## src/rtl/pipe_skid_reg.sv

```systemverilog
// Valid/ready pipeline register with a 2-entry skid buffer, flush and hold.
// in_ready_o depends only on registered state and hold_i, so there is no
// combinational path from out_ready_i back upstream.
module pipe_skid_reg #(
    parameter int unsigned    DW      = 32,
    parameter logic [DW-1:0]  SET_VAL = '0
) (
    input  logic          clk,
    input  logic          rst_n,
    input  logic          flush_i,
    input  logic          hold_i,
    input  logic          in_valid_i,
    output logic          in_ready_o,
    input  logic [DW-1:0] in_data_i,
    output logic          out_valid_o,
    input  logic          out_ready_i,
    output logic [DW-1:0] out_data_o,
    output logic [1:0]    count_o
);

    // State encoding doubles as the occupancy count.
    typedef enum logic [1:0] {
        StEmpty = 2'd0,
        StBusy  = 2'd1,
        StFull  = 2'd2
    } state_e;

    state_e        state_q, state_d;
    logic [DW-1:0] main_q, main_d;
    logic [DW-1:0] skid_q, skid_d;
    logic          in_fire, out_fire;

    // Handshake outputs: hold_i is the only combinational term.
    always_comb begin
        in_ready_o  = (state_q != StFull) & ~hold_i;
        out_valid_o = (state_q != StEmpty) & ~hold_i;
        out_data_o  = main_q;
        count_o     = state_q;
        in_fire     = in_valid_i & in_ready_o;
        out_fire    = out_valid_o & out_ready_i;
    end

    // Next-state: flush beats hold, hold freezes everything.
    always_comb begin
        state_d = state_q;
        main_d  = main_q;
        skid_d  = skid_q;
        if (flush_i) begin
            state_d = StEmpty;
            main_d  = SET_VAL;
        end else if (!hold_i) begin
            case (state_q)
                StEmpty: begin
                    if (in_fire) begin
                        state_d = StBusy;
                        main_d  = in_data_i;
                    end
                end
                StBusy: begin
                    if (in_fire && out_fire) begin
                        main_d = in_data_i;
                    end else if (in_fire) begin
                        state_d = StFull;
                        skid_d  = in_data_i;
                    end else if (out_fire) begin
                        state_d = StEmpty;
                        main_d  = SET_VAL;
                    end
                end
                StFull: begin
                    // in_ready_o is low here, so only the head can move.
                    if (out_fire) begin
                        state_d = StBusy;
                        main_d  = skid_q;
                    end
                end
                default: begin
                    state_d = StEmpty;
                    main_d  = SET_VAL;
                end
            endcase
        end
    end

    // State and payload registers with synchronous active-low reset.
    always_ff @(posedge clk) begin
        if (!rst_n) begin
            state_q <= StEmpty;
            main_q  <= SET_VAL;
            skid_q  <= SET_VAL;
        end else begin
            state_q <= state_d;
            main_q  <= main_d;
            skid_q  <= skid_d;
        end
    end

endmodule

```

## config.mk

```make
export PLATFORM = sky130hd
export DESIGN_NAME = pipe_skid_reg
export DESIGN_NICKNAME = d
export VERILOG_FILES = /design/src/rtl/pipe_skid_reg.sv
export SDC_FILE = /design/constraint.sdc
export NUM_CORES = 1
export LEC_CHECK = 0
export CAP_MARGIN = 40
export CELL_PAD_IN_SITES_DETAIL_PLACEMENT = 0
export CELL_PAD_IN_SITES_GLOBAL_PLACEMENT = 2
export CORE_MARGIN = 5
export CORE_UTILIZATION = 29
export CTS_CLUSTER_SIZE = 10
export DETAILED_ROUTE_END_ITERATION = 10
export GPL_ROUTABILITY_DRIVEN = 0
export PLACE_DENSITY = 0.8
export SYNTH_ARGS = -nofsm -noshare
export SYNTH_HDL_FRONTEND = slang
export SYNTH_SLANG_ARGS = --single-unit
```

## constraint.sdc

```tcl
create_clock -name clk -period 1.88 [get_ports clk]
set_input_delay 0.376 -clock clk [delete_from_list [all_inputs] [get_ports clk]]
set_output_delay 0.376 -clock clk [all_outputs]
set_load 0.01 [all_outputs]
```

Word-level counts from Yosys, hierarchy flattened
Cells that the tools add are included.

cells by class
  equal/unequal tests = 9
  multiplexer cells = 12
  bitwise operators = 8
  reduce and logical (&&, ||, !) cells = 7

operator list
  cell                                            count
  2-to-1 mux 32 bit                               5
  one-hot mux 32 bit (3 select lines)             1
  AND reduction 5 bit                             3
  2-to-1 mux 2 bit                                5
  inequality test 3 bit (second input constant)   3
  inequality test 2 bit (second input constant)   4
  one-hot mux 2 bit (3 select lines)              1
  bitwise AND 1 bit                               4
  NOT 1 bit                                       4
  == test 2 x 1 -> 1 bit (second input constant)  1
  == test 2 bit (second input constant)           1
  logical NOT 2 bit                               1
  nonzero test 2 bit                              1
  OR reduction 2 bit                              1
  logical AND 1 bit                               1

storage, ports and cells
  bits in registers = 66
  input port bits = 38
  output and inout port bits = 36
  word-level logic and storage cells = 39

Longest topological paths before layout
  word-level depth = 7
  gate-level depth with buffers = 7
  mapped depth without buffers = 4

Worst setup path before layout
Ideal clock, no wire load.

  kind = input-to-reg
  start = input hold_i
  end = register skid_q[10]
  setup time = 0.116 ns
  arrival = 1.472 ns
  data required time = 1.764 ns
  path slack = 0.292 ns
  stages = 7
  path buffers = 3
  path through = buf_6 -> nand2b_4 -> or4_4 -> buf_6 -> buf_6 -> nand2_2 -> a21boi_1

between the ends
  word-level cells in the longest chain between the ends = 6
  elaborated cells between the ends (all ways) = 8
  those cells by class = bitwise (6); reduce/logical (2)

RTL lines
  element                                 RTL line  text
  from (decl)                             11        input logic hold_i,
  NOT 1 bit (no source line) *            n/a
  bitwise AND 1 bit (on tied branches)    35, 36
  bitwise AND 1 bit (on tied branches)    39, 40
  logical AND 1 bit                       60        if (in_fire && out_fire) begin
  NOT 1 bit (no source line)              n/a
  AND reduction 5 bit (no source line) *  n/a
  to (signal assigned)                    94        skid_q <= skid_d;
  to (decl)                               30        logic [DW-1:0] skid_q, skid_d;

Every way passes the cells marked *; elsewhere a longest branch is shown, timed or not.
A chain may end at the register's enable or synchronous reset.

Worst setup path in the final report
  start = register state_q[1] (netlist: count_o[1])
  end = output count_o[1]

RTL lines
  element                 RTL line  text
  from (decl)             28        state_e state_q, state_d;
  from (signal assigned)  88        state_q <= StEmpty;
  from (signal assigned)  92        state_q <= state_d;
  to (decl)               18        output logic [1:0] count_o

No word-level cell between the ends.

==> out/qor.csv <==
metric,value,unit
outcome,"finished, final reports clean",
die_area,11800,sq um
yosysTopAreaCellShare,47.0,%
hpwl,5.06,mm
ff2ff_path_depth,5,
clk_latency,0.33,ns
cp_max_fo,7,
reg2reg_slack,0.30,ns
htreeDepth,3,
grt_pass1_wl,12.7,mm
cp.required,1.50,ns
cts-root-buf,clkbuf_8,
hold_path_class,flip-flop to flip-flop,
synth_cells,285,
utilization,43.4,%
critPathLaunch,count_o[1],
groute.usage.overall,13.8,%
p_leak,1.54,nW
synth_nets,323,
drc_errors,0,
hp-start,skid_q[28],
synth_area,2810,sq um
cts_tree,yes,
final_common_cell,clkdlybuf4s50_1,
vdd_drop_max,0.398,mV
end_kind,output pin,
slew_headroom,74.4,%
power_density,803,nW/um^2
min_period,1.79,ns
routed_via_density,4.83,
cts_made_buffers,9,
dr_total_vias,2441,
ioPinCount,74,
synth_area_leaders,"dfxtp_1 47%, a32o_1 11%, a22o_1 10%",
period_share,95.5,%
seq_area,1330,sq um
placedCellCount,489,
final_max_slew_viol_count,0,
ant_nets,0,
maxCapViolations,0,
avgRoutedWirePerCell,15.2,um
setup_violations,0,
first_pass_iters,4,
r2r_end,out_data_o[2],
io_buffers,73,
grt_antenna_before_repair,0,
start_kind,flip-flop,
syn2layout_area_growth,48.1,%
synth.avg_cell_area,9.86,sq um
skew,0.00800,ns
clkTransAtPathRegs,0.08,ns
cts_sinks,66,
start_util,29.3,%
yosysTopAreaCell,dfxtp_1,
ys_types,27,
min_path_cells,2,
drive_gt1_share,19.9,%
rsz0062_at_grt,no,
nets,405,
synth_warnings,0,
critPathArrivalTime,1.42,ns
final_cell_mix,"71 x clkdlybuf4s50_1, 64 x dfxtp_1, 44 x nand2_1",
globalRoute.totalOverflow,0,
fmax,0.557,GHz
core_area,9590,sq um
min_to,skid_q[28],
synth_seq_cells,66,
nFillCells,958,
post_cts_buffers,0,
worst_pin_slew,0.384,ns
timing.rr.start,count_o[0],
setup.worst_path.class,flip-flop to output pin,
die_y,108,um
antenna_cells,0,
grt_pass1_vias,2493,
instances_no_fill,505,
synth-seq-area-share,47.0,%
wirelength,7.67,mm
multiInputGateArea,1350,sq um
grt_max_degree,33,
rows,36,
cts_buffer_depth,2,
fp.dieW,108,um
initialDrtViolationCount,152,
finalHoldViolCount,0,
==> cell usage after synthesis (all sizes together) <==
cell     n
buf     20
a21boi  32
a22o    32
nor2b    2
inv      1
o21ai    3
clkbuf  10
a21oi    4
or4      1
dfxtp   66
nor2     7
nand3b   1
nor4     1
mux2     1
a32oi    1
a32o    32
or3      1
xor2     1
nand2b   3
mux2i    1
nand2   64
nor3     1
==> worst max path at each step <==
stage,endpoint,cells past startpoint
final,count_o[1],2
after floorplan,skid_q[10],7
after detailed placement,skid_q[31],7
after global routing,count_o[1],2
after global placement,skid_q[0],6
after CTS,count_o[1],2
==> routing by layer <==
layer	GRT usage (%)	vias to the layer above	routed length [um]	share of wire [%]
met3	3.94	4	398	5.2
li1	-	1213	-	-
met1	18.6	1167	3690	48
met5	0	-	0	0
met2	22.0	57	3560	46
met4	3.25	0	29	0.38
==> final cells by class <==
class	instances	area share (%)
multi-input cells	188	32.4
flip-flops and latches	66	31.9
repair buffers	101	25.3
well taps	133	4.00
clock inverters	6	3.31
clock buffers	10	3.07
inverters	1	0.0902
==> worst max-delay path, cell delays in order (launching register included) <==
cell and delay (ns):
dfxtp_4 0.38, buf_4 0.16, clkdlybuf4s50_1 0.55
==> logic make-up after synthesis <==
kind of cell    count (synthesis)  synth area share [%]
mux                             2                 0.757
flops                          66                  47.0
compound gates                104                  31.6
buf+inv                        31                  6.14
simple gates                   81                  14.2
xor+xnor                        1                 0.312
==> flip-flops by register name (all words and copies together) (netlist names) <==
name	flops
count_o	2
out_data_o	32
skid_q	32
==> per-stage QoR <==
| step | hold slack (ns) | setup slack [ns] | cell area (sq um) | power [mW] | TNS [ns] |
|---|---|---|---|---|---|
| after CTS | 0.457 | 0.0288 | 4160 | 3.39 | 0 |
| after global routing | 0.468 | 0.0211 | 4160 | 3.48 | 0 |
| after floorplan | 0.435 | 0.292 | 2810 | 1.59 | 0 |
| final | 0.456 | 0.0853 | 4160 | 3.34 | 0 |
| after detailed placement | 0.446 | -0.164 | 3890 | 1.80 | -8.42 |
| after global placement | 0.443 | -0.131 | 3890 | 1.80 | -7.35 |
==> power by group <==
part           total (mW)  switching (mW)  leakage [nW]  internal [mW]
sequential           1.43          0.0121         0.534           1.41
combinational       0.339           0.138         0.873          0.200
clock                1.58           0.553         0.131           1.02
==> timing repair <==
item | CTS | global route
resized for setup | 4 | 1
hold buffers | 0 | 0
endpoints found under the setup margin | 4 | 1
Power figures use the tool's default switching activity.
